`src/rtl/tia_audio_gen_pkg.sv`:
```
`default_nettype none
// ============================================================================
// Module   : tia_audio_pkg
// Purpose  : Shared constants and LFSR step helpers for the TIA audio generator.
// Revision : 1.0
// ============================================================================
package tia_audio_pkg;

    localparam logic [1:0] REG_AUDC = 2'd0;
    localparam logic [1:0] REG_AUDF = 2'd1;
    localparam logic [1:0] REG_AUDV = 2'd2;
    localparam logic [1:0] REG_RSVD = 2'd3;

    localparam logic [3:0] AUDC_HIGH0       = 4'd0;
    localparam logic [3:0] AUDC_POLY4       = 4'd1;
    localparam logic [3:0] AUDC_DIV31_POLY4 = 4'd2;
    localparam logic [3:0] AUDC_POLY5_POLY4 = 4'd3;
    localparam logic [3:0] AUDC_PURE0       = 4'd4;
    localparam logic [3:0] AUDC_PURE1       = 4'd5;
    localparam logic [3:0] AUDC_DIV31A      = 4'd6;
    localparam logic [3:0] AUDC_POLY5A      = 4'd7;
    localparam logic [3:0] AUDC_POLY9       = 4'd8;
    localparam logic [3:0] AUDC_POLY5B      = 4'd9;
    localparam logic [3:0] AUDC_DIV31B      = 4'd10;
    localparam logic [3:0] AUDC_HIGH1       = 4'd11;
    localparam logic [3:0] AUDC_DIV3A       = 4'd12;
    localparam logic [3:0] AUDC_DIV3B       = 4'd13;
    localparam logic [3:0] AUDC_DIV3_DIV31  = 4'd14;
    localparam logic [3:0] AUDC_DIV3_POLY5  = 4'd15;

    localparam logic [3:0] POLY4_SEED = 4'hF;
    localparam logic [4:0] POLY5_SEED = 5'h1F;
    localparam logic [8:0] POLY9_SEED = 9'h1FF;

    localparam int POLY4_TAP_A = 3;
    localparam int POLY4_TAP_B = 2;
    localparam int POLY5_TAP_A = 4;
    localparam int POLY5_TAP_B = 2;
    localparam int POLY9_TAP_A = 8;
    localparam int POLY9_TAP_B = 4;

    localparam logic [4:0] DIV31_HIGH = 5'd18;
    localparam logic [4:0] DIV31_LAST = 5'd30;
    localparam logic [1:0] DIV3_LAST  = 2'd2;

    // Shift left, feedback into bit 0
    function automatic logic [3:0] poly4_step(input logic [3:0] p);
        return {p[2:0], p[POLY4_TAP_A] ^ p[POLY4_TAP_B]};
    endfunction

    function automatic logic [4:0] poly5_step(input logic [4:0] p);
        return {p[3:0], p[POLY5_TAP_A] ^ p[POLY5_TAP_B]};
    endfunction

    function automatic logic [8:0] poly9_step(input logic [8:0] p);
        return {p[7:0], p[POLY9_TAP_A] ^ p[POLY9_TAP_B]};
    endfunction

endpackage
`default_nettype wire

```
`src/rtl/tia_audio_gen_if.sv`:
```
`default_nettype none
// ============================================================================
// Module   : tia_audio_gen_if
// Purpose  : TIA register-bus write port (strobe, write enable, address, data).
// Revision : 1.0
// ============================================================================
interface tia_audio_gen_if #(
    parameter int ADDR_WIDTH = 5
);
    logic                  stb;
    logic                  we;
    logic [ADDR_WIDTH-1:0] adr;
    logic [7:0]            dat;

    modport master (output stb, output we, output adr, output dat);
    modport slave  (input  stb, input  we, input  adr, input  dat);
endinterface
`default_nettype wire

```
`src/rtl/tia_audio_gen_chan.sv`:
```
`default_nettype none
// ============================================================================
// Module   : tia_audio_chan
// Purpose  : One audio channel: AUDC/AUDF/AUDV, waveform state, sigma-delta.
// Revision : 1.0
// ============================================================================
module tia_audio_chan
    import tia_audio_pkg::*;
(
    input  wire logic       clk,
    input  wire logic       rst,
    input  wire logic       i_tick,
    input  wire logic       i_wr_audc,
    input  wire logic       i_wr_audf,
    input  wire logic       i_wr_audv,
    input  wire logic [4:0] i_dat,
    output logic            o_pdm,
    output logic [3:0]      o_level
);

    logic [3:0] r_audc, r_audv, r_p4, r_acc;
    logic [4:0] r_audf, r_fcnt, r_p5, r_d31;
    logic [8:0] r_p9;
    logic [1:0] r_d3;
    logic       r_bit, r_pdm;

    logic [3:0] w_p4_n;
    logic [4:0] w_p5_n, w_d31_n, w_d31_step;
    logic [8:0] w_p9_n;
    logic [1:0] w_d3_n, w_d3_step;
    logic       w_bit_n, w_d3_wrap, w_pulse, w_bit_eff;
    logic [4:0] w_sd;

    assign w_pulse = i_tick && (r_fcnt == r_audf);

    always_comb begin
        w_p4_n     = r_p4;
        w_p5_n     = r_p5;
        w_p9_n     = r_p9;
        w_d31_n    = r_d31;
        w_d3_n     = r_d3;
        w_bit_n    = r_bit;
        w_d31_step = (r_d31 == DIV31_LAST) ? 5'd0 : r_d31 + 5'd1;
        w_d3_wrap  = (r_d3 == DIV3_LAST);
        w_d3_step  = w_d3_wrap ? 2'd0 : r_d3 + 2'd1;
        if (w_pulse) begin
            case (r_audc)
                AUDC_POLY4: begin
                    w_p4_n  = poly4_step(r_p4);
                    w_bit_n = w_p4_n[3];
                end
                AUDC_DIV31_POLY4: begin
                    w_d31_n = w_d31_step;
                    if (r_d31 == DIV31_LAST) w_p4_n = poly4_step(r_p4);
                    w_bit_n = w_p4_n[3];
                end
                AUDC_POLY5_POLY4: begin
                    w_p5_n = poly5_step(r_p5);
                    if (w_p5_n[4]) w_p4_n = poly4_step(r_p4);
                    w_bit_n = w_p4_n[3];
                end
                AUDC_PURE0, AUDC_PURE1: w_bit_n = ~r_bit;
                AUDC_DIV31A, AUDC_DIV31B: begin
                    w_d31_n = w_d31_step;
                    w_bit_n = (w_d31_n < DIV31_HIGH);
                end
                AUDC_POLY5A, AUDC_POLY5B: begin
                    w_p5_n  = poly5_step(r_p5);
                    w_bit_n = w_p5_n[4];
                end
                AUDC_POLY9: begin
                    w_p9_n  = poly9_step(r_p9);
                    w_bit_n = w_p9_n[8];
                end
                AUDC_DIV3A, AUDC_DIV3B: begin
                    w_d3_n = w_d3_step;
                    if (w_d3_wrap) w_bit_n = ~r_bit;
                end
                AUDC_DIV3_DIV31: begin
                    w_d3_n = w_d3_step;
                    if (w_d3_wrap) begin
                        w_d31_n = w_d31_step;
                        w_bit_n = (w_d31_n < DIV31_HIGH);
                    end
                end
                AUDC_DIV3_POLY5: begin
                    w_d3_n = w_d3_step;
                    if (w_d3_wrap) begin
                        w_p5_n  = poly5_step(r_p5);
                        w_bit_n = w_p5_n[4];
                    end
                end
                default: ;
            endcase
        end
    end

    // Modes 0 and 11 hold the output high regardless of pulses
    assign w_bit_eff = (r_audc == AUDC_HIGH0) || (r_audc == AUDC_HIGH1) || r_bit;
    assign o_level   = w_bit_eff ? r_audv : 4'd0;
    assign w_sd      = {1'b0, r_acc} + {1'b0, o_level};
    assign o_pdm     = r_pdm;

    always_ff @(posedge clk) begin
        if (rst) begin
            r_audc <= '0;
            r_audf <= '0;
            r_audv <= '0;
            r_fcnt <= '0;
            r_p4   <= POLY4_SEED;
            r_p5   <= POLY5_SEED;
            r_p9   <= POLY9_SEED;
            r_d31  <= '0;
            r_d3   <= '0;
            r_bit  <= 1'b0;
            r_acc  <= '0;
            r_pdm  <= 1'b0;
        end else begin
            if (i_wr_audc) r_audc <= i_dat[3:0];
            if (i_wr_audf) r_audf <= i_dat;
            if (i_wr_audv) r_audv <= i_dat[3:0];
            if (i_tick)    r_fcnt <= w_pulse ? 5'd0 : r_fcnt + 5'd1;
            r_p4  <= w_p4_n;
            r_p5  <= w_p5_n;
            r_p9  <= w_p9_n;
            r_d31 <= w_d31_n;
            r_d3  <= w_d3_n;
            r_bit <= w_bit_n;
            r_acc <= w_sd[3:0];
            r_pdm <= w_sd[4];
        end
    end

endmodule
`default_nettype wire

```
`src/rtl/tia_audio_gen.sv`:
```
`default_nettype none
// ============================================================================
// Module   : tia_audio_gen
// Purpose  : N-channel TIA-style audio generator: prescaler, bus decode, mixer.
// Revision : 1.0
// ============================================================================
module tia_audio_gen
    import tia_audio_pkg::*;
#(
    parameter  int NUM_CH     = 2,
    parameter  int ADDR_WIDTH = 5,
    parameter  int TICK_DIV   = 38,
    localparam int MIX_W      = 4 + $clog2(NUM_CH + 1)
) (
    input  wire logic          clk_i,
    input  wire logic          rst_i,
    tia_audio_gen_if.slave     bus,
    output logic [NUM_CH-1:0]  pdm_o,
    output logic [MIX_W-1:0]   mix_o,
    output logic               tick_o
);

    localparam int CH_W  = ADDR_WIDTH - 2;
    localparam int PRE_W = (TICK_DIV > 1) ? $clog2(TICK_DIV) : 1;
    localparam logic [PRE_W-1:0] c_pre_last = PRE_W'(TICK_DIV - 1);

    logic [PRE_W-1:0] r_pre;
    logic             w_tick;
    logic [CH_W-1:0]  w_ch;
    logic [1:0]       w_reg;
    logic             w_wr;
    logic             w_unused_dat;
    logic [3:0]       w_level [NUM_CH];
    logic [MIX_W-1:0] w_sum;

    assign w_tick = (r_pre == c_pre_last);
    assign tick_o = w_tick;

    always_ff @(posedge clk_i) begin
        if (rst_i || w_tick) r_pre <= '0;
        else                 r_pre <= r_pre + PRE_W'(1);
    end

    // Channels at or beyond NUM_CH simply match no generate instance
    assign w_ch         = bus.adr[ADDR_WIDTH-1:2];
    assign w_reg        = bus.adr[1:0];
    assign w_wr         = bus.stb && bus.we && (w_reg != REG_RSVD);
    assign w_unused_dat = ^bus.dat[7:5];

    generate
        for (genvar g = 0; g < NUM_CH; g++) begin : g_chan
            logic w_sel;
            assign w_sel = w_wr && (w_ch == CH_W'(g));
            tia_audio_chan u_chan (
                .clk       (clk_i),
                .rst       (rst_i),
                .i_tick    (w_tick),
                .i_wr_audc (w_sel && (w_reg == REG_AUDC)),
                .i_wr_audf (w_sel && (w_reg == REG_AUDF)),
                .i_wr_audv (w_sel && (w_reg == REG_AUDV)),
                .i_dat     (bus.dat[4:0]),
                .o_pdm     (pdm_o[g]),
                .o_level   (w_level[g])
            );
        end
    endgenerate

    always_comb begin
        w_sum = '0;
        for (int i = 0; i < NUM_CH; i++) w_sum = w_sum + MIX_W'(w_level[i]);
    end

    always_ff @(posedge clk_i) begin
        if (rst_i) mix_o <= '0;
        else       mix_o <= w_sum;
    end

endmodule
`default_nettype wire
```
`src/flat_wrapper.sv`:
```
// flat-port wrapper written by rule: the top's interface ports become plain ports
module tia_audio_gen_flat import tia_audio_pkg::*;
#(
    parameter  int NUM_CH     = 2,
    parameter  int ADDR_WIDTH = 5,
    parameter  int TICK_DIV   = 38,
    localparam int MIX_W      = 4 + $clog2(NUM_CH + 1)
)
  (clk_i, rst_i, pdm_o, mix_o, tick_o, bus_stb, bus_we, bus_adr, bus_dat);
  tia_audio_gen_if #(.ADDR_WIDTH(ADDR_WIDTH)) bus_i ();
  input  wire logic clk_i;
  input  wire logic rst_i;
  output logic [NUM_CH-1:0] pdm_o;
  output logic [MIX_W-1:0] mix_o;
  output logic tick_o;
  input wire logic [$bits(bus_i.stb)-1:0] bus_stb;
  input wire logic [$bits(bus_i.we)-1:0] bus_we;
  input wire logic [$bits(bus_i.adr)-1:0] bus_adr;
  input wire logic [$bits(bus_i.dat)-1:0] bus_dat;
  assign bus_i.stb = bus_stb;
  assign bus_i.we = bus_we;
  assign bus_i.adr = bus_adr;
  assign bus_i.dat = bus_dat;
  tia_audio_gen #(.NUM_CH(NUM_CH), .ADDR_WIDTH(ADDR_WIDTH), .TICK_DIV(TICK_DIV)) u_core (.clk_i(clk_i), .rst_i(rst_i), .bus(bus_i), .pdm_o(pdm_o), .mix_o(mix_o), .tick_o(tick_o));
endmodule
```
`config.mk`:
```
export PLATFORM = sky130hd
export DESIGN_NAME = tia_audio_gen_flat
export DESIGN_NICKNAME = d
export VERILOG_FILES = /design/src/rtl/tia_audio_gen_pkg.sv /design/src/rtl/tia_audio_gen_if.sv /design/src/rtl/tia_audio_gen_chan.sv /design/src/rtl/tia_audio_gen.sv /design/src/flat_wrapper.sv
export SDC_FILE = /design/constraint.sdc
export NUM_CORES = 1
export LEC_CHECK = 0
export BUFFER_PORTS_ARGS = -buffer_cell sky130_fd_sc_hd__buf_2
export CORE_MARGIN = 5
export CORE_UTILIZATION = 37
export DETAILED_ROUTE_END_ITERATION = 10
export PLACE_DENSITY = 0.54
export SLEW_MARGIN = 15
export SYNTH_ARGS = -nofsm -noshare
export SYNTH_HDL_FRONTEND = slang
export SYNTH_SLANG_ARGS = --single-unit
```
`constraint.sdc`:
```
create_clock -name clk_i -period 2.4 [get_ports clk_i]
set_input_delay 0.12 -clock clk_i [delete_from_list [all_inputs] [get_ports clk_i]]
set_output_delay 0.12 -clock clk_i [all_outputs]
set_load 0.03 [all_outputs]
```
* Word level (Yosys, flattened, before mapping)
Index checks and enable logic that the tools add are counted.
** Word-level totals
- Logic and storage cells :: 186
- Bits of input ports :: 17
- Register bits after elaboration :: 110
- Output and inout port bits :: 9
** Cells by class
- Magnitude comparators :: 2
- Eq/ne operators :: 51
- $add $sub $neg :: 10
- Bitwise operators :: 8
- Multiplexer cells :: 30
- Reduce and logical (&&, ||, !) cells :: 57
** Operators by type and width (count)
- 4-bit == test, second input constant :: 16
- 5-bit 2-to-1 mux :: 8
- 5-bit one-hot mux with 2 select lines :: 4
- 4-bit by 3-bit == test with 1-bit output, second input constant :: 8
- 4-bit 2-to-1 mux :: 6
- 4-bit one-hot mux with 3 select lines :: 2
- 2-bit inequality test, second input constant :: 11
- 5-bit by 1-bit adder with 5-bit output, second input constant :: 4
- 1-bit one-hot mux with 10 select lines :: 2
- 10-bit nonzero test :: 2
- 4-bit by 2-bit == test with 1-bit output, second input constant :: 4
- 2-bit OR reduction :: 8
- 4-bit by 4-bit adder with 5-bit output :: 3
- 1-bit logical AND :: 12
- 2-bit AND reduction :: 6
- 3-bit AND reduction :: 4
- 3-bit OR reduction :: 4
- 5-bit == test :: 2
- 5-bit == test, second input constant :: 2
- 5-bit less-than comparator, second input constant :: 2
- 5-bit AND reduction :: 2
- 4-bit by 1-bit == test with 1-bit output, second input constant :: 2
- 4-bit logical NOT :: 2
- 4-bit AND reduction :: 2
- 16 further kinds :: 40

* Depth between registers and ports, before layout
- Depth after elaboration :: 5
- Depth in mapped cells :: 11
- Gate-level depth less buffers :: 10

* Cells and area by module
Synthesis repeated with hierarchy kept, for this count alone.
** Unflattened totals
- Cell total of the unflattened synthesis :: 567
- Area, all modules :: 5442.7 µm²
** By module, submodules not included
- tia_audio_chan :: times used 2, area each 2422.3 µm², cells an instance 250
- tia_audio_gen :: times used 1, area each 598.1 µm², cells an instance 67

* Worst setup path after synthesis
OpenSTA, ideal clock, no wires.
- Kind :: flip-flop to flip-flop
- Start :: register u_core.g_chan[1].u_chan.r_audc[1]
- End :: register u_core.g_chan[1].u_chan.r_acc[3]
- Data required time :: 2.272 ns
- Slack :: 0.133 ns
- Arrival time :: 2.140 ns
- Cell stages (with the launch flop) :: 12
- Buffers on the path :: 1
- Cell sequence :: dfxtp_1 -> clkbuf_1 -> nor2_1 -> nand2_1 -> a21oi_1 -> nor2_1 -> nor2b_1 -> ha_1 -> a21o_1 -> a21oi_1 -> xor2_1 -> nor2_1
** Between the ends
- Longest elaborated chain between the ends :: 5
** RTL lines
- start: declaration :: line tia_audio_gen_chan.sv:21 : logic [3:0] r_audc, r_audv, r_p4, r_acc;
- start signal: assignment :: line tia_audio_gen_chan.sv:119 : if (i_wr_audc) r_audc <= i_dat[3:0];
- 4-bit == test or 4-bit logical NOT (tied branches) :: line tia_audio_gen_chan.sv:99 : assign w_bit_eff = (r_audc == AUDC_HIGH0) || (r_audc == AUDC_HIGH1) || r_bit;
- 1-bit logical OR * (2 in a row) :: line tia_audio_gen_chan.sv:99
- 4-bit 2-to-1 mux * :: line tia_audio_gen_chan.sv:100 : assign o_level = w_bit_eff ? r_audv : 4'd0;
- 4-bit by 4-bit adder with 5-bit output * :: line tia_audio_gen_chan.sv:101 : assign w_sd = {1'b0, r_acc} + {1'b0, o_level};
- end signal: assignment :: line tia_audio_gen_chan.sv:129 : r_acc <= w_sd[3:0];
- end: declaration :: line tia_audio_gen_chan.sv:21
Every way passes the cells marked *; elsewhere a longest branch is shown, timed or not.
A chain may end at the register's enable or synchronous reset.

* Worst setup path after layout
- Start :: register u_core.g_chan[0].u_chan.r_audc[0]
- End :: register u_core.g_chan[0].u_chan.r_pdm
** Between the ends
- Longest elaborated chain between the ends :: 5
** RTL lines
- start: declaration :: line tia_audio_gen_chan.sv:21
- start signal: assignment :: line tia_audio_gen_chan.sv:119
- 4-bit == test or 4-bit logical NOT (tied branches) :: line tia_audio_gen_chan.sv:99
- 1-bit logical OR * (2 in a row) :: line tia_audio_gen_chan.sv:99
- 4-bit 2-to-1 mux * :: line tia_audio_gen_chan.sv:100
- 4-bit by 4-bit adder with 5-bit output * :: line tia_audio_gen_chan.sv:101
- end signal: assignment :: line tia_audio_gen_chan.sv:130 : r_pdm <= w_sd[4];
- end: declaration :: line tia_audio_gen_chan.sv:25 : logic r_bit, r_pdm;
Marks and branches as above.

==> results.md <==
- Fin nets: 634
- Register area share after synthesis: 41.12%
- Ys flop type: dfxtp_1
- Final Skew: 9.501 ps
- Reg2Reg Depth: 10
- Slew margin rel.: 59.91%
- Number of max-cap violations: 0
- Crit path largest cell delay: 380 ps
- Routed vias: 3958
- WHS Path Cells: 3
- Max Fanout on Critical Path: 3
- Netlist cell types: 64
- Buf/Inv on CP: 1
- Pleak: 0.002682 uW
- Detailed Place HPWL: 7452 um
- WHS Endpoint: u_core.g_chan[1].u_chan.r_audf[4]
- Root Driver: clkbuf_16
- GP Congestion: 0.8265
- Vias in the first global route: 3893
- Critical setup path kind: flip-flop to flip-flop
- Final Cycle Share: 92.11%
- Most common cell in the netlist: dfxtp_1
- Largest area contributor in the netlist: dfxtp_1
- #FFs+latches synth: 109
- Total CTS buffers: 9
- FFs w/ async S/R, synth: 0%
- Post-layout util: 42.96%
- RSZ-0062 raised after global routing: yes
- Worst-path clk slew: 70 ps
- Initial antenna violation count: 0
- CP Cell Sequence: or3_1 -> a21oi_2 -> nor2_1 -> nor2b_1 -> ha_1 -> inv_1 -> fa_1 -> nor2b_2 -> o21ai_0 -> a21oi_1
- Rows: 43
- Synthesized area: 0.005306 mm^2
- Post-synth EDFFs: 0
- Worst path required time: 2680 ps
- Chip height: 129.8 um
- Grt ovf: 0
- GR Util All Layers: 13.44%
- Synth top area cells: dfxtp_1, mux2i_1, ha_1
- R2R Setup Slk: 190 ps
- Post-route setup slack: 189.3 ps
- CP Launch Type: flip-flop
- Final Hold Vio Count: 0
- Largest net degree at the start of global routing: 67
- Worst R2R Start: u_core.g_chan[0].u_chan.r_audc[0]
- Diode count: 0
- First-pass GRT wire length: 18370 um
- Pre-Repair DR Iteration Count: 4
- Pre-CTS WS: 78.77 ps
- Top-area cell type share of the netlist area: 41.12%
- DRT antenna net count: 0
- Worst skew pair latency: 350 ps
- Buffers on Ports: 21
- Num ports: 26
- Achievable Freq: 0.4523 GHz
- CTS Sinks: 109
- Drt via density: 5.081
- Core area: 0.01399 mm^2
- Slew Limit Fails: 0
- Die width: 129.8 um
- Arr. time, crit path: 2490 ps
- Post-synth top cells: dfxtp_1, mux2i_1, nand2_1
- Pwr/cell area: 560.7 mW/mm^2
- CTS tree: done
- Clock Tree Buf Depth: 2
- Final setup viols: 0
- DRT Wirelength: 10600 um
- H-Tree Depth: 3
- Worst slew pin tran: 598.7 ps
- Slowest cell on crit path: or3_1
- Fin crit period: 2211 ps
- Post-Syn Instances: 567
- Syn Nets: 607
- Post-CTS Hold Fix Bufs: 0
- Mean Syn Cell Area: 9.359 um^2
- Top delay family on crit path: simple AND/OR/NAND/NOR gates
- Max rail drop VDD: 342.3 uV
- Starting DRT DRC Count: 149
- Setup_tns: 0 ps
- Outcome: completed
- Hold crit path type: input pin to flip-flop
- Initial core utilization: 37.93%
- Share of cells above drive strength 1: 14.52%
- Post-DR wirelength/cell: 13.60 um
- Worst Hold Launch: bus_dat[4]
- Area grow syn2layout: 13.25%
- Yosys warning count: 0
- Reg2reg end: u_core.g_chan[0].u_chan.o_pdm
- Post-route DRC: 0
- Die area: 0.01684 mm^2
- Crit end category: flip-flop
## tightest hold or removal path, cell delays in order
cell and delay, ps:
buf_2 90, mux2i_1 60, nor2_1 70
## power by group
group	switching, uW	total (uW)	internal, uW
Sequential	6.07	1820	1810
Clock	664	1460	792
Combinational	63.6	93.7	30.1
## placed cells by master (no fill, tap or decap), types with 3 or more instances in the layout
master and instances:
ha_1 20, a211oi_1 4, or3_1 8, buf_2 21
clkbuf_16 9, xor2_1 21, o21ai_0 14, nor2_1 53
xnor2_1 11, nand4_1 8, o211ai_1 7, clkbuf_8 3
a22o_1 3, or2_2 3, nand2_1 56, nand3_1 14
buf_4 24, fa_1 3, nand2b_1 6, a21o_1 5
nand4b_1 6, mux2_2 4, inv_1 15, nor3_1 14
mux2i_1 64, dfxtp_1 109, nor2b_1 17, a21oi_1 23
## through the flow
step | cell area (um^2) | hold WS [ps] | total power (uW) | instances
2_1_floorplan | 5306 | 263.9 | 1918 | 567
3_3_place_gp | 5705 | 387.2 | 1955 | 763
3_5_place_dp | 5705 | 389.4 | 1957 | 763
4_1_cts | 6001 | 22.19 | 3429 | 779
5_1_grt | 6010 | 39.65 | 3512 | 779
6_report | 6010 | 32.55 | 3370 | 779
## layer usage
metal,up-vias,wire length (um),track usage [%]
met2,46,4814,21.78
li1,2030,-,-
met5,-,0,0
met3,17,385,2.620
met4,0,222,5.562
met1,1865,5174,17.62
## final cells by class
| cell class | instances | area (um^2) |
|---|---|---|
| clock buffer | 12 | 266.5 |
| timing repair buffer | 46 | 305.3 |
| fill | 1353 | 7979 |
| tap | 180 | 225.2 |
| multi-input combinational | 412 | 2942 |
| sequential | 109 | 2182 |
| inverter | 16 | 60.06 |
| clock inverter | 4 | 28.78 |
## registers in the layout, indices dropped and copies added (netlist names)
| name | cells |
|---|---|
| u_core.g_chan.u_chan.r_audf | 10 |
| u_core.g_chan.u_chan.r_p5 | 10 |
| u_core.g_chan.u_chan.r_fcnt | 10 |
| u_core.g_chan.u_chan.r_audc | 8 |
| u_core.g_chan.u_chan.r_bit | 2 |
| u_core.g_chan.u_chan.r_p9 | 18 |
| u_core.g_chan.u_chan.r_d31 | 10 |
| u_core.g_chan.u_chan.r_audv | 8 |
| u_core.g_chan.u_chan.o_pdm | 2 |
| u_core.mix_o | 5 |
| u_core.g_chan.u_chan.r_p4 | 8 |
| u_core.r_pre | 6 |
| u_core.g_chan.u_chan.r_acc | 8 |
| u_core.g_chan.u_chan.r_d3 | 4 |
## how the worst max path moves through the flow
stage                                                  from                                to  slack, ps  cells past startpoint
final                     u_core.g_chan[0].u_chan.r_audc[0]     u_core.g_chan[0].u_chan.o_pdm        190                     10
after global placement    u_core.g_chan[1].u_chan.r_audc[1]  u_core.g_chan[1].u_chan.r_acc[3]        120                     10
after global routing      u_core.g_chan[0].u_chan.r_audc[0]     u_core.g_chan[0].u_chan.o_pdm        -20                     10
after CTS                 u_core.g_chan[1].u_chan.r_audc[1]  u_core.g_chan[1].u_chan.r_acc[3]         70                     10
after floorplan           u_core.g_chan[1].u_chan.r_audc[1]  u_core.g_chan[1].u_chan.r_acc[3]        130                     11
after detailed placement  u_core.g_chan[1].u_chan.r_audc[1]  u_core.g_chan[1].u_chan.r_acc[3]         80                     10
## kinds of logic after synthesis
logic type,after synthesis,synth area share [%]
AND/OR/NAND/NOR,213,22.02
AO/OA/AOI/OAI,75,9.126
buffers and inverters,46,3.607
multiplexers,68,12.92
XOR/XNOR,32,5.282
adder cells (fa/ha/maj),23,5.848
other,1,0.07067
flip-flops,109,41.12
## timing repair
item / 4_1_cts / 5_1_grt
endpoints found under the hold margin: 0 / 0
gates resized for setup: 0 / 4
setup buffers: 0 / 0
endpoints found under the setup margin: 0 / 6
(Power assumes the default switching activity.)
